### src/rtl/fir_band_scheduler.sv
// ---------------------------------------------------------------------------
// fir_band_scheduler
//
// Time-multiplexed FIR controller. One shared sign-magnitude multiply-
// accumulate datapath is sequenced across up to BANDS bands of ORDER taps.
// Each accepted sample is written into a shared circular delay line, then
// every enabled band's coefficient set is streamed from an external
// coefficient memory and one result per band is emitted.
//
// Optional feature macro:
//   FIR_SCHED_SAT_EN  defined   -> result magnitude saturates at 18'h3FFFF
//                     undefined -> result magnitude wraps (low 18 bits of |acc|)
//
// Ports:
//   clk            system clock, rising edge
//   rst            synchronous active-high reset
//   sample_valid   sample_in is offered this cycle
//   sample_in      10-bit sign-magnitude sample (bit 9 sign, [8:0] magnitude)
//   sample_ready   high only in IDLE; accept = sample_valid && sample_ready
//   band_en        band enable mask, captured in the WRITE cycle
//   coef_rd        coefficient read strobe
//   coef_addr      band*ORDER + tap
//   coef_data      sign-magnitude coefficient, valid the cycle after coef_rd
//   band_valid     one-cycle result pulse
//   band_idx       band index of the current result
//   band_out       bits [18:9] of the 19-bit sign-magnitude result
//   band_out_full  full 19-bit sign-magnitude result
//   busy           high whenever not in IDLE
//   overrun        sticky: a sample was offered while busy (cleared by rst)
// ---------------------------------------------------------------------------
module fir_band_scheduler #(
    parameter int ORDER = 30,
    parameter int BANDS = 4,
    parameter int CAW   = 7
) (
    input  logic             clk,
    input  logic             rst,
    input  logic             sample_valid,
    input  logic [9:0]       sample_in,
    output logic             sample_ready,
    input  logic [BANDS-1:0] band_en,
    output logic             coef_rd,
    output logic [CAW-1:0]   coef_addr,
    input  logic [9:0]       coef_data,
    output logic             band_valid,
    output logic [1:0]       band_idx,
    output logic [9:0]       band_out,
    output logic [18:0]      band_out_full,
    output logic             busy,
    output logic             overrun
);

    localparam int PW = (ORDER > 1) ? $clog2(ORDER) : 1;
    localparam logic [PW-1:0] TAP_LAST = PW'(ORDER - 1);

    typedef enum logic [2:0] {
        S_IDLE,
        S_WRITE,
        S_ISSUE,
        S_DRAIN,
        S_EMIT
    } state_t;

    state_t state_q, state_nxt;

    logic [PW-1:0]    tap_q;
    logic [PW-1:0]    wptr_q;
    logic [PW-1:0]    newest_q;
    logic [1:0]       band_q;
    logic [BANDS-1:0] en_q;          // enabled bands still waiting their turn
    logic [9:0]       sample_q;
    logic [9:0]       dline [ORDER];
    logic [9:0]       x_q;
    logic             prod_vld_q;
    logic [23:0]      acc_q;
    logic             band_valid_q;
    logic [1:0]       band_idx_q;
    logic [18:0]      result_q;
    logic             overrun_q;

    logic [PW-1:0]    rd_idx;
    logic [17:0]      prod_mag;
    logic [23:0]      prod_ext;
    logic [23:0]      prod_s;
    logic [23:0]      acc_sum;
    logic [17:0]      mag18;
    logic [18:0]      res_sm;

    // Index of the lowest set bit of a band mask (0 when the mask is empty).
    function automatic logic [1:0] lowest_band(input logic [BANDS-1:0] mask);
        logic [1:0] idx;
        idx = '0;
        for (int i = BANDS - 1; i >= 0; i--) begin
            if (mask[i]) idx = 2'(i);
        end
        return idx;
    endfunction

    // Mask with its lowest set bit removed.
    function automatic logic [BANDS-1:0] drop_lowest(input logic [BANDS-1:0] mask);
        return mask & (mask - BANDS'(1));
    endfunction

    // -----------------------------------------------------------------------
    // Next-state logic
    // -----------------------------------------------------------------------
    // NOTE: every combinational output gets a default before the case so no
    // path leaves it unassigned, which would otherwise infer a latch.
    always_comb begin
        state_nxt = state_q;
        case (state_q)
            S_IDLE:  if (sample_valid) state_nxt = S_WRITE;
            S_WRITE: state_nxt = (band_en == '0) ? S_IDLE : S_ISSUE;
            S_ISSUE: if (tap_q == TAP_LAST) state_nxt = S_DRAIN;
            S_DRAIN: state_nxt = S_EMIT;
            S_EMIT:  state_nxt = (en_q == '0) ? S_IDLE : S_ISSUE;
            default: state_nxt = S_IDLE;
        endcase
    end

    // -----------------------------------------------------------------------
    // Control outputs
    // -----------------------------------------------------------------------
    always_comb begin
        sample_ready = (state_q == S_IDLE);
        busy         = (state_q != S_IDLE);
        coef_rd      = (state_q == S_ISSUE);
        coef_addr    = '0;
        if (state_q == S_ISSUE) begin
            coef_addr = CAW'(int'(band_q) * ORDER + int'(tap_q));
        end
    end

    // Delay-line slot holding x[n-k]: (newest - k) mod ORDER. When the
    // subtraction would go negative, add ORDER back; the PW-bit arithmetic
    // keeps this correct whether or not ORDER is a power of two.
    always_comb begin
        if (tap_q <= newest_q) rd_idx = newest_q - tap_q;
        else                   rd_idx = PW'(ORDER) + newest_q - tap_q;
    end

    // -----------------------------------------------------------------------
    // Sign-magnitude multiply, two's-complement accumulate
    // -----------------------------------------------------------------------
    always_comb begin
        prod_mag = 18'(x_q[8:0]) * 18'(coef_data[8:0]);
        prod_ext = {6'b0, prod_mag};
        // A zero magnitude negates to zero, so negative-zero operands vanish.
        prod_s   = (x_q[9] ^ coef_data[9]) ? -prod_ext : prod_ext;
        acc_sum  = acc_q + prod_s;
    end

    // Accumulator to 19-bit sign-magnitude.
`ifdef FIR_SCHED_SAT_EN
    logic [23:0] abs24;
    always_comb begin
        abs24 = acc_sum[23] ? -acc_sum : acc_sum;
        mag18 = (|abs24[23:18]) ? 18'h3FFFF : abs24[17:0];
    end
`else
    // Low bits of |acc| depend only on the low bits of acc, so the wrapped
    // magnitude is the 18-bit negation of the low slice.
    always_comb begin
        mag18 = acc_sum[23] ? -acc_sum[17:0] : acc_sum[17:0];
    end
`endif

    // A zero magnitude is always reported with a positive sign.
    assign res_sm = {acc_sum[23] && (mag18 != '0), mag18};

    // -----------------------------------------------------------------------
    // Sequential state
    // -----------------------------------------------------------------------
    // NOTE: all state uses non-blocking assignments so every register samples
    // the pre-edge values, independent of statement order.
    always_ff @(posedge clk) begin
        if (rst) begin
            state_q      <= S_IDLE;
            tap_q        <= '0;
            wptr_q       <= '0;
            newest_q     <= '0;
            band_q       <= '0;
            en_q         <= '0;
            sample_q     <= '0;
            x_q          <= '0;
            prod_vld_q   <= 1'b0;
            acc_q        <= '0;
            band_valid_q <= 1'b0;
            band_idx_q   <= '0;
            result_q     <= '0;
            overrun_q    <= 1'b0;
        end else begin
            state_q      <= state_nxt;
            prod_vld_q   <= (state_q == S_ISSUE);
            band_valid_q <= (state_q == S_DRAIN);
            overrun_q    <= overrun_q | (sample_valid & ~sample_ready);

            if (state_q == S_WRITE || state_q == S_EMIT) acc_q <= '0;
            else if (prod_vld_q)                         acc_q <= acc_sum;

            case (state_q)
                S_IDLE: begin
                    if (sample_valid) sample_q <= sample_in;
                end
                S_WRITE: begin
                    newest_q <= wptr_q;
                    wptr_q   <= (wptr_q == TAP_LAST) ? '0 : wptr_q + PW'(1);
                    band_q   <= lowest_band(band_en);
                    en_q     <= drop_lowest(band_en);
                    tap_q    <= '0;
                end
                S_ISSUE: begin
                    x_q   <= dline[rd_idx];
                    tap_q <= tap_q + PW'(1);
                end
                S_DRAIN: begin
                    result_q   <= res_sm;
                    band_idx_q <= band_q;
                end
                S_EMIT: begin
                    tap_q <= '0;
                    if (en_q != '0) begin
                        band_q <= lowest_band(en_q);
                        en_q   <= drop_lowest(en_q);
                    end
                end
                default: ;
            endcase
        end
    end

    // Delay line. NOTE: this memory is deliberately cleared by reset so that a
    // reset mid-stream leaves no stale history feeding later results.
    always_ff @(posedge clk) begin
        if (rst) begin
            for (int i = 0; i < ORDER; i++) dline[i] <= '0;
        end else if (state_q == S_WRITE) begin
            dline[wptr_q] <= sample_q;
        end
    end

    assign band_valid    = band_valid_q;
    assign band_idx      = band_idx_q;
    assign band_out_full = result_q;
    assign band_out      = result_q[18:9];
    assign overrun       = overrun_q;

endmodule

### config.mk
export PLATFORM = sky130hd
export DESIGN_NAME = fir_band_scheduler
export DESIGN_NICKNAME = d
export VERILOG_FILES = /design/src/rtl/fir_band_scheduler.sv
export SDC_FILE = /design/constraint.sdc
export NUM_CORES = 1
export LEC_CHECK = 0
export CAP_MARGIN = 20
export CORE_UTILIZATION = 55
export DETAILED_ROUTE_END_ITERATION = 7
export PLACE_DENSITY = 0.68
export SLEW_MARGIN = 40
export SYNTH_ARGS = -nofsm -noshare
export SYNTH_HDL_FRONTEND = slang
export SYNTH_SLANG_ARGS = --single-unit
### constraint.sdc
create_clock -name clk -period 27.6 [get_ports clk]
set_clock_uncertainty 0.15 [all_clocks]
set_input_delay 5.52 -clock clk [delete_from_list [all_inputs] [get_ports clk]]
set_output_delay 5.52 -clock clk [all_outputs]
set_load 0.01 [all_outputs]
## After elaboration in Yosys (flattened, before gate mapping)

Memory sizes are Yosys's and may differ from the RTL's. A register that Yosys moved wholly into a read port is not among the register bits.
Index checks and enable logic that the tools add are counted.

- Register bits: 82
- Bits in latches: 0
- RAM bits: 300
- Bits in read-only memories: 0
- Input port bits: 27
- Output and inout port bits: 43
- Logic and storage cells: 90
- Memories: 1

- Add/sub/neg operators: 11
- Multiply operators: 2
- Div/mod/pow operators: 0
- Order comparisons: 1
- Equality and inequality tests: 9
- Shift operators: 0
- Muxes and demuxes: 31
- Bitwise logic cells: 6
- Reduce and logical (&&, ||, !) cells: 16

Memories:

| name | depth | width | read ports | clocked after memory_dff | write ports | RTL line | source |
|---|---|---|---|---|---|---|---|
| dline | 30 | 10 | 1 | 1 | 30 | 72 | `logic [9:0] dline [ORDER];` |

Operators by type and width:

| kind | number |
|---|---|
| adder 24 bit | 1 |
| 2-to-1 mux 24 bit | 1 |
| negation 18 -> 24 bit | 1 |
| 2-to-1 mux 2 bit | 11 |
| multiplier 9 x 9 -> 18 bit | 1 |
| 2-to-1 mux 18 bit | 1 |
| negation 18 bit | 1 |
| nonzero test 18 bit | 1 |
| 2-to-1 mux 5 bit | 3 |
| one-hot mux 3 bit (5 select lines) | 1 |
| adder 5 x 1 -> 5 bit, second input constant | 2 |
| == test 5 bit, second input constant | 2 |
| 2-to-1 mux 10 bit | 1 |
| one-hot mux 5 bit (2 select lines) | 1 |
| OR reduction 10 bit | 1 |
| subtractor 5 bit | 2 |
| AND 4 bit | 2 |
| logical NOT 4 bit | 2 |
| one-hot mux 4 bit (2 select lines) | 1 |
| subtractor 4 x 1 -> 4 bit, second input constant | 2 |
| adder 7 x 5 -> 7 bit | 1 |
| 2-to-1 mux 7 bit | 1 |
| == test 3 x 2 -> 1 bit, second input constant | 2 |
| multiplier 2 x 4 -> 6 bit, second input constant | 1 |
| other kinds (22) | 33 |

## Depth between registers and ports, before layout

- Word-level depth: 8
- Depth in mapped cells: 34
- Mapped depth without buffers: 32

## Worst setup path after synthesis

No wires, ideal clock.

- Path kind: input-to-reg
- Start: input coef_data[2]
- End: register result_q[18], in the netlist band_out_full[18]
- Arrival time: 12443 ps
- Required time: 27329 ps
- Path slack: 14887 ps
- Stages: 31
- Buffers on the path: 2
- Path through: clkbuf_1 -> nand2_1 -> fa_1 -> inv_1 -> fa_1 -> fa_1 -> inv_1 -> fa_1 -> inv_1 -> ha_1 -> nor2b_1 -> a221oi_1 -> nand3b_1 -> nor3_1 -> nand3_1 -> or3_1 -> nand2_1 -> xnor2_1 -> ha_1 -> a21o_1 -> a2111oi_0 -> a21o_1 -> nor4b_1 -> o31a_1 -> nor2b_1 -> mux2_4 -> buf_6 -> o31ai_1 -> o211ai_1 -> nor4_1 -> o21ai_1

- Longest elaborated chain between the ends: 8

Ends and longest elaborated chain:

| item | RTL line | source |
|---|---|---|
| start: declaration | 44 | `input logic [9:0] coef_data,` |
| multiplier 9 x 9 -> 18 bit (*) | 146 | `prod_mag = 18'(x_q[8:0]) * 18'(coef_data[8:0]);` |
| negation 18 -> 24 bit | 149 | `prod_s = (x_q[9] ^ coef_data[9]) ? -prod_ext : prod_ext;` |
| 2-to-1 mux 24 bit (*) | 149 |  |
| adder 24 bit (*) | 150 | `acc_sum = acc_q + prod_s;` |
| negation 18 bit | 164 | `mag18 = acc_sum[23] ? -acc_sum[17:0] : acc_sum[17:0];` |
| 2-to-1 mux 18 bit | 164 |  |
| nonzero test 18 bit | 169 | `assign res_sm = {acc_sum[23] && (mag18 != '0), mag18};` |
| logical AND 1 bit (*) | 169 |  |
| end signal: assignment | 217 | `result_q <= res_sm;` |
| end: declaration | 78 | `logic [18:0] result_q;` |

Mark *: on every way between the ends. The rest lies on a longest branch, timed or not.
A chain may end at the register's enable or synchronous reset.

## Worst setup path after layout

- Start: input coef_data[5]
- End: register result_q[18], in the netlist band_out_full[18]

The elaborated chain is that of the path after synthesis.

==> results.sh <==
export IMPL_power_total_uw=1610
export IMPL_yosys_register_bits=411
export IMPL_syn2layout_area_growth_pct=10.6
export IMPL_finalWirelength_um=56600
export IMPL_rows=75
export IMPL_synth_compound_area_share_pct=7.21
export IMPL_core_um2=42300
export IMPL_initialDrtViolationCount=1354
export IMPL_critPathKind="in2reg"
export IMPL_synth_fa_ha_area_share_pct=9.17
export IMPL_muxShareOfSynthArea_pct=9.65
export IMPL_vias_per_cell=5.87
export IMPL_synthesis_nets=2252
export IMPL_cts_root_buf="clkbuf_16"
export IMPL_peakVddDrop_mv=0.0571
export IMPL_placed_cell_area_um2=24900
export IMPL_synth_area_top_cells="edfxtp_1, and2_1, mux4_2"
export IMPL_synth_area_per_cell_um2=11.4
export IMPL_antenna_found_initial=0
export IMPL_drt_pass1_iterations=7
export IMPL_p_per_area_nw_per_um2=61.0
export IMPL_yosys_area_share_simple_pct=18.9
export IMPL_required_ns=27.92
export IMPL_drive_gt1_share_pct=11.8
export IMPL_ys_flop_type="edfxtp_1"
export IMPL_clock_path_buffers=3
export IMPL_leakagePower_uw=0.0102
export IMPL_holdCritPathClass="reg2reg"
export IMPL_synth_top_family_by_area="simple AND/OR/NAND/NOR gates"
export IMPL_end_kind="flip-flop"
export IMPL_final_cell_mix="and2_1, edfxtp_1, nand2_1"
export IMPL_finalSetupViolations=0
export IMPL_finish_instance_area_um2=26300
export IMPL_antenna_cells=0
export IMPL_gp_congestion=0.929
export IMPL_tightest_slew_ns=0.864
export IMPL_synth_xor_area_share_pct=2.69
export IMPL_finalCritPeriodShare_pct=49.4
export IMPL_die_w_um=210
export IMPL_die_y_um=210
export IMPL_cts_repair_resized=0
export IMPL_yosysTopAreaCell="edfxtp_1"
export IMPL_clkTransAtPathRegs_ns=0.06
export IMPL_rsz0062_at_grt="no"
export IMPL_htreeDepth=2
export IMPL_slew_viol_final=0
export IMPL_holdBufCountCts=0
export IMPL_grt_ovfl_total=0
export IMPL_grt_pass1_wl_um=89300
export IMPL_relSlewSlack_pct=40.7
export IMPL_start_util_pct=56.2
export IMPL_synth_edff_count=320
export IMPL_fin_nets=2249
export IMPL_port_buffers=69
export IMPL_reg2reg_setup_slack_ns=18.94
export IMPL_tritoncts="done"
export IMPL_post_cts_buffers=0
export IMPL_die_area_um2=44100
export IMPL_routedWlPerCell_um=21.0
export IMPL_crit_arrival_ns=13.96
export IMPL_async_flop_share_pct=0
export IMPL_layout_commonest_cell="and2_1"
export IMPL_fmax_mhz=73.3
export IMPL_numCtsBuffers=44
export IMPL_ys_seq_area_share_pct=48.0
export IMPL_finalHoldViolCount=0
export IMPL_synthDominantCellAreaShare_pct=40.4
export IMPL_synth_cell_types=76
export IMPL_outcome="complete, no violations"
export IMPL_min_period_ns=13.64
export IMPL_ioPinCount=70
export IMPL_drc=0
export IMPL_syn_area_um2=23800
export IMPL_syn_inst=2083
export IMPL_num_vias=15797
export IMPL_clock_sinks=411
export IMPL_critPathLaunchType="input port"
export IMPL_dp_hpwl_um=38100
export IMPL_ant_nets=0
export IMPL_synth_warnings=0
export IMPL_path_max_fanout=9
export IMPL_insertion_delay_ns=0.59
export IMPL_fin_tns_setup_ns=0
export IMPL_first_global_vias=15736
export IMPL_maxCapViolations=0
export IMPL_grt_max_degree=65
export IMPL_gr_usage_all_layers_pct=26.3
-- logic make-up (layout without fill, tap and decap cells) --
logic type / Yosys count / count (layout)
compound gates: 243 / 243
flops: 411 / 411
xor+xnor: 73 / 73
mux: 116 / 116
fa+ha+maj: 142 / 142
simple gates: 834 / 834
buf+inv: 264 / 296
-- worst paths after layout --
check	startpoint	end	depth (start not counted)
setup reg to reg	x_q[0]	band_out_full[18]	29
setup / recovery	coef_data[5]	band_out_full[18]	28
hold reg to reg	newest_q[0]	newest_q[0]	2
hold / removal	newest_q[0]	newest_q[0]	2
-- final cells by class --
cell class	instances	area, um2
clock buffers	64	1260
clock inverters	17	178
fillers	3302	16000
inverters	119	447
multi-input cells	1408	11400
flip-flops and latches	411	11400
well taps	577	722
repair buffers	96	901
-- routing by layer --
layer	vias to the layer above	GRT usage [%]	share of wire [%]
met5	-	0	0
met4	0	7.85	2.5
met3	100	3.29	5.8
met2	495	45.4	51
met1	7872	34.8	41
li1	7330	-	-
-- synthesized netlist by cell type (31+ instances only) --
master,n
a21oi_1,69
and2_1,353
clkbuf_1,119
dfxtp_1,91
edfxtp_1,320
fa_1,54
ha_1,88
inv_1,119
mux4_2,90
nand2_1,155
nand3_1,31
nor2_1,144
or2_2,36
xnor2_1,38
xor2_1,35
-- registers in the layout (all words and copies together), names as in the netlist, 2 cells and up --
| register | flops |
|---|---|
| acc_q | 24 |
| band_idx | 2 |
| band_out_full | 19 |
| band_q | 2 |
| dline | 320 |
| en_q | 3 |
| newest_q | 5 |
| sample_q | 10 |
| state_q | 3 |
| tap_q | 5 |
| wptr_q | 5 |
| x_q | 10 |
-- power breakdown --
part           switching (uW)  leakage [uW]  internal, uW
registers                13.1       0.00397           685
clock network             250      0.000694           338
logic                     195       0.00553           127
total                     458        0.0102          1150
-- worst max-delay path, stage by stage --
cell,delay (ns)
clkdlybuf4s50_1,0.62
and2_1,0.29
fa_1,0.55
fa_1,0.45
fa_1,0.55
inv_1,0.05
fa_1,0.53
inv_1,0.04
ha_1,0.31
a2111oi_0,0.43
o21ai_0,0.18
a31o_2,0.31
xor2_1,0.37
or3_1,0.20
nand2_1,0.07
xnor2_1,0.19
ha_1,0.38
a21o_1,0.22
a2111oi_0,0.38
a21o_1,0.20
nor4b_1,0.30
o31a_1,0.27
nor2b_1,0.20
mux2i_1,0.30
a2111oi_0,0.55
o22ai_1,0.15
nor4_1,0.26
o21ai_1,0.08
-- stage by stage --
step	hold WS (ns)	utilization [%]	cells	setup WS [ns]
after floorplan	0.286	-	2083	14.89
after global placement	0.292	58.7	2609	13.75
after detailed placement	0.299	58.8	2611	13.51
after CTS	0.307	62.2	2692	14.14
after global routing	0.337	62.2	2692	13.42
final	0.306	62.2	2692	13.96
No activity file was read; power rests on OpenSTA's default activity.
==> edit, RTL diff (same flow settings) <==
Put one more register stage on the output `overrun`. The value now appears one clock later. The other outputs are not delayed to match.
--- a/src/rtl/fir_band_scheduler.sv
+++ b/src/rtl/fir_band_scheduler.sv
@@ -243,7 +243,9 @@
     assign band_idx      = band_idx_q;
     assign band_out_full = result_q;
     assign band_out      = result_q[18:9];
-    assign overrun       = overrun_q;
+    always_ff @(posedge clk) begin
+        overrun <= overrun_q;
+    end
 
 endmodule
 
Function: changed (Yosys sat finds a counterexample within 4 cycles, from zero or initial values and one cycle with rst high).
==> edit against the unedited design <==
Highest routed layer unchanged. Critical path depth did not move. Final cell count fell by 0.37%. Worst setup slack improved by 0.097 ns. Total power rose by 1.8%. Global-route usage fell by 0.57 points. Synthesized area barely moved. Non-clock buffer count fell by 11. Cell area rose by 0.22%. Sequential cell count rose by 1. Die area barely moved. Register-to-register slack improved by 0.02 ns. Wire length fell by 1.3%.
==> edit: results (changes against the unedited design) <==
INFO  metric place.detailed.hpwl = 37.90 mm (was 38.10 mm)
INFO  metric status = complete, no violations (unchanged)
INFO  metric grt_max_degree = 64 (was 65)
INFO  metric gr-usage-met3 = 3.918% (was 3.293%)
INFO  metric gp_congestion = 0.9212 (was 0.9286)
INFO  metric proportion_of_layout_cells_with_a_drive_suffix_above_1 = 11.83% (was 11.77%)
INFO  metric timing.critical_path.to = band_out_full[4] (was band_out_full[18])
INFO  metric grt_util_met1 = 33.37% (was 34.83%)
INFO  metric finalWorstPathRequiredPeriod = 13.54 ns (was 13.64 ns)
INFO  metric fin_total_pwr = 1636 uW (was 1608 uW)
INFO  metric cp_slowest_stage_delay = 0.57 ns (was 0.62 ns)
INFO  metric detail_route.iter0.violations = 1175 (was 1354)
INFO  metric layout.filler_cells = 3340 (was 3302)
INFO  metric design.final.nets = 2239 (was 2249)
INFO  metric ff2ff_setup_slack = 18.96 ns (was 18.94 ns)
INFO  metric place_ws = 13.59 ns (was 13.51 ns)
INFO  metric post_synth_xor_xnor_area = 2.684% (was 2.686%)
INFO  metric synth_compound_area_share = 7.200% (was 7.206%)
INFO  metric grtUsageTotal = 25.73% (was 26.30%)
INFO  metric routed_wire_length_per_instance = 20.84 microns (was 21.04 microns)
INFO  metric timing.reg2reg.worst_path_depth = 28 (was 29)
INFO  metric tightest_slew = 0.8418 ns (was 0.8641 ns)
INFO  metric vdd_ir_drop_max = 0.00005217 V (was 0.00005710 V)
INFO  metric share_of_cell_area_taken_by_muxes_after_synthesis = 9.642% (was 9.650%)
INFO  metric launching_instance_or_port_of_the_critical_path = coef_data[8] (was coef_data[5])
INFO  metric powerSeq = 705 uW (was 698 uW)
INFO  metric synthesis.nets = 2253 (was 2252)
INFO  metric sequential_area_share_after_synthesis = 48.06% (was 48.02%)
INFO  metric use_met2 = 44.07% (was 45.45%)
INFO  metric wire_length_of_the_first_global_routing_pass = 87.69 mm (was 89.29 mm)
INFO  metric dr.pass1.iters = 6 (was 7)
INFO  metric largest_cells_by_area_after_synthesis = sky130_fd_sc_hd__edfxtp_1 40%, sky130_fd_sc_hd__and2_1 9.3%, sky130_fd_sc_hd__mux4_2 8.5% (unchanged)
-- edit: cell types whose count changed in the layout (fill, tap and decap cells not counted), sizes merged --
cell / unedited run / this run
bufinv: 2 / 4
inv: 120 / 121
clkbuf: 65 / 67
dfxtp: 91 / 92
buf: 27 / 17
clkinvlp: 2 / 0
clkinv: 12 / 8
-- edit: through the flow --
stage	util, %	hold WS [ns]	area [sq um]
after global routing	62.37	0.2309	26400
after global placement	58.54	0.2064	24780
after floorplan	-	0.1815	23830
final	62.37	0.2202	26400
after detailed placement	58.76	0.2143	24870
after CTS	62.35	0.2235	26390
-- edit: logic make-up (layout without fill, tap and decap cells) --
group	after synthesis	count (layout)
adders and majority gates	142	142
muxes	116	116
AOI/OAI and AO/OA	243	243
buffers and inverters	264	285
xor gates and xnor gates	73	73
and+or+nand+nor	834	834
DFF	412	412
-- edit: metal layers --
layer / wire [microns] / part of all wire (%)
met5: 0 / 0
met2: 27990 / 50
met4: 1675 / 3.0
met1: 23230 / 42
met3: 3005 / 5.4
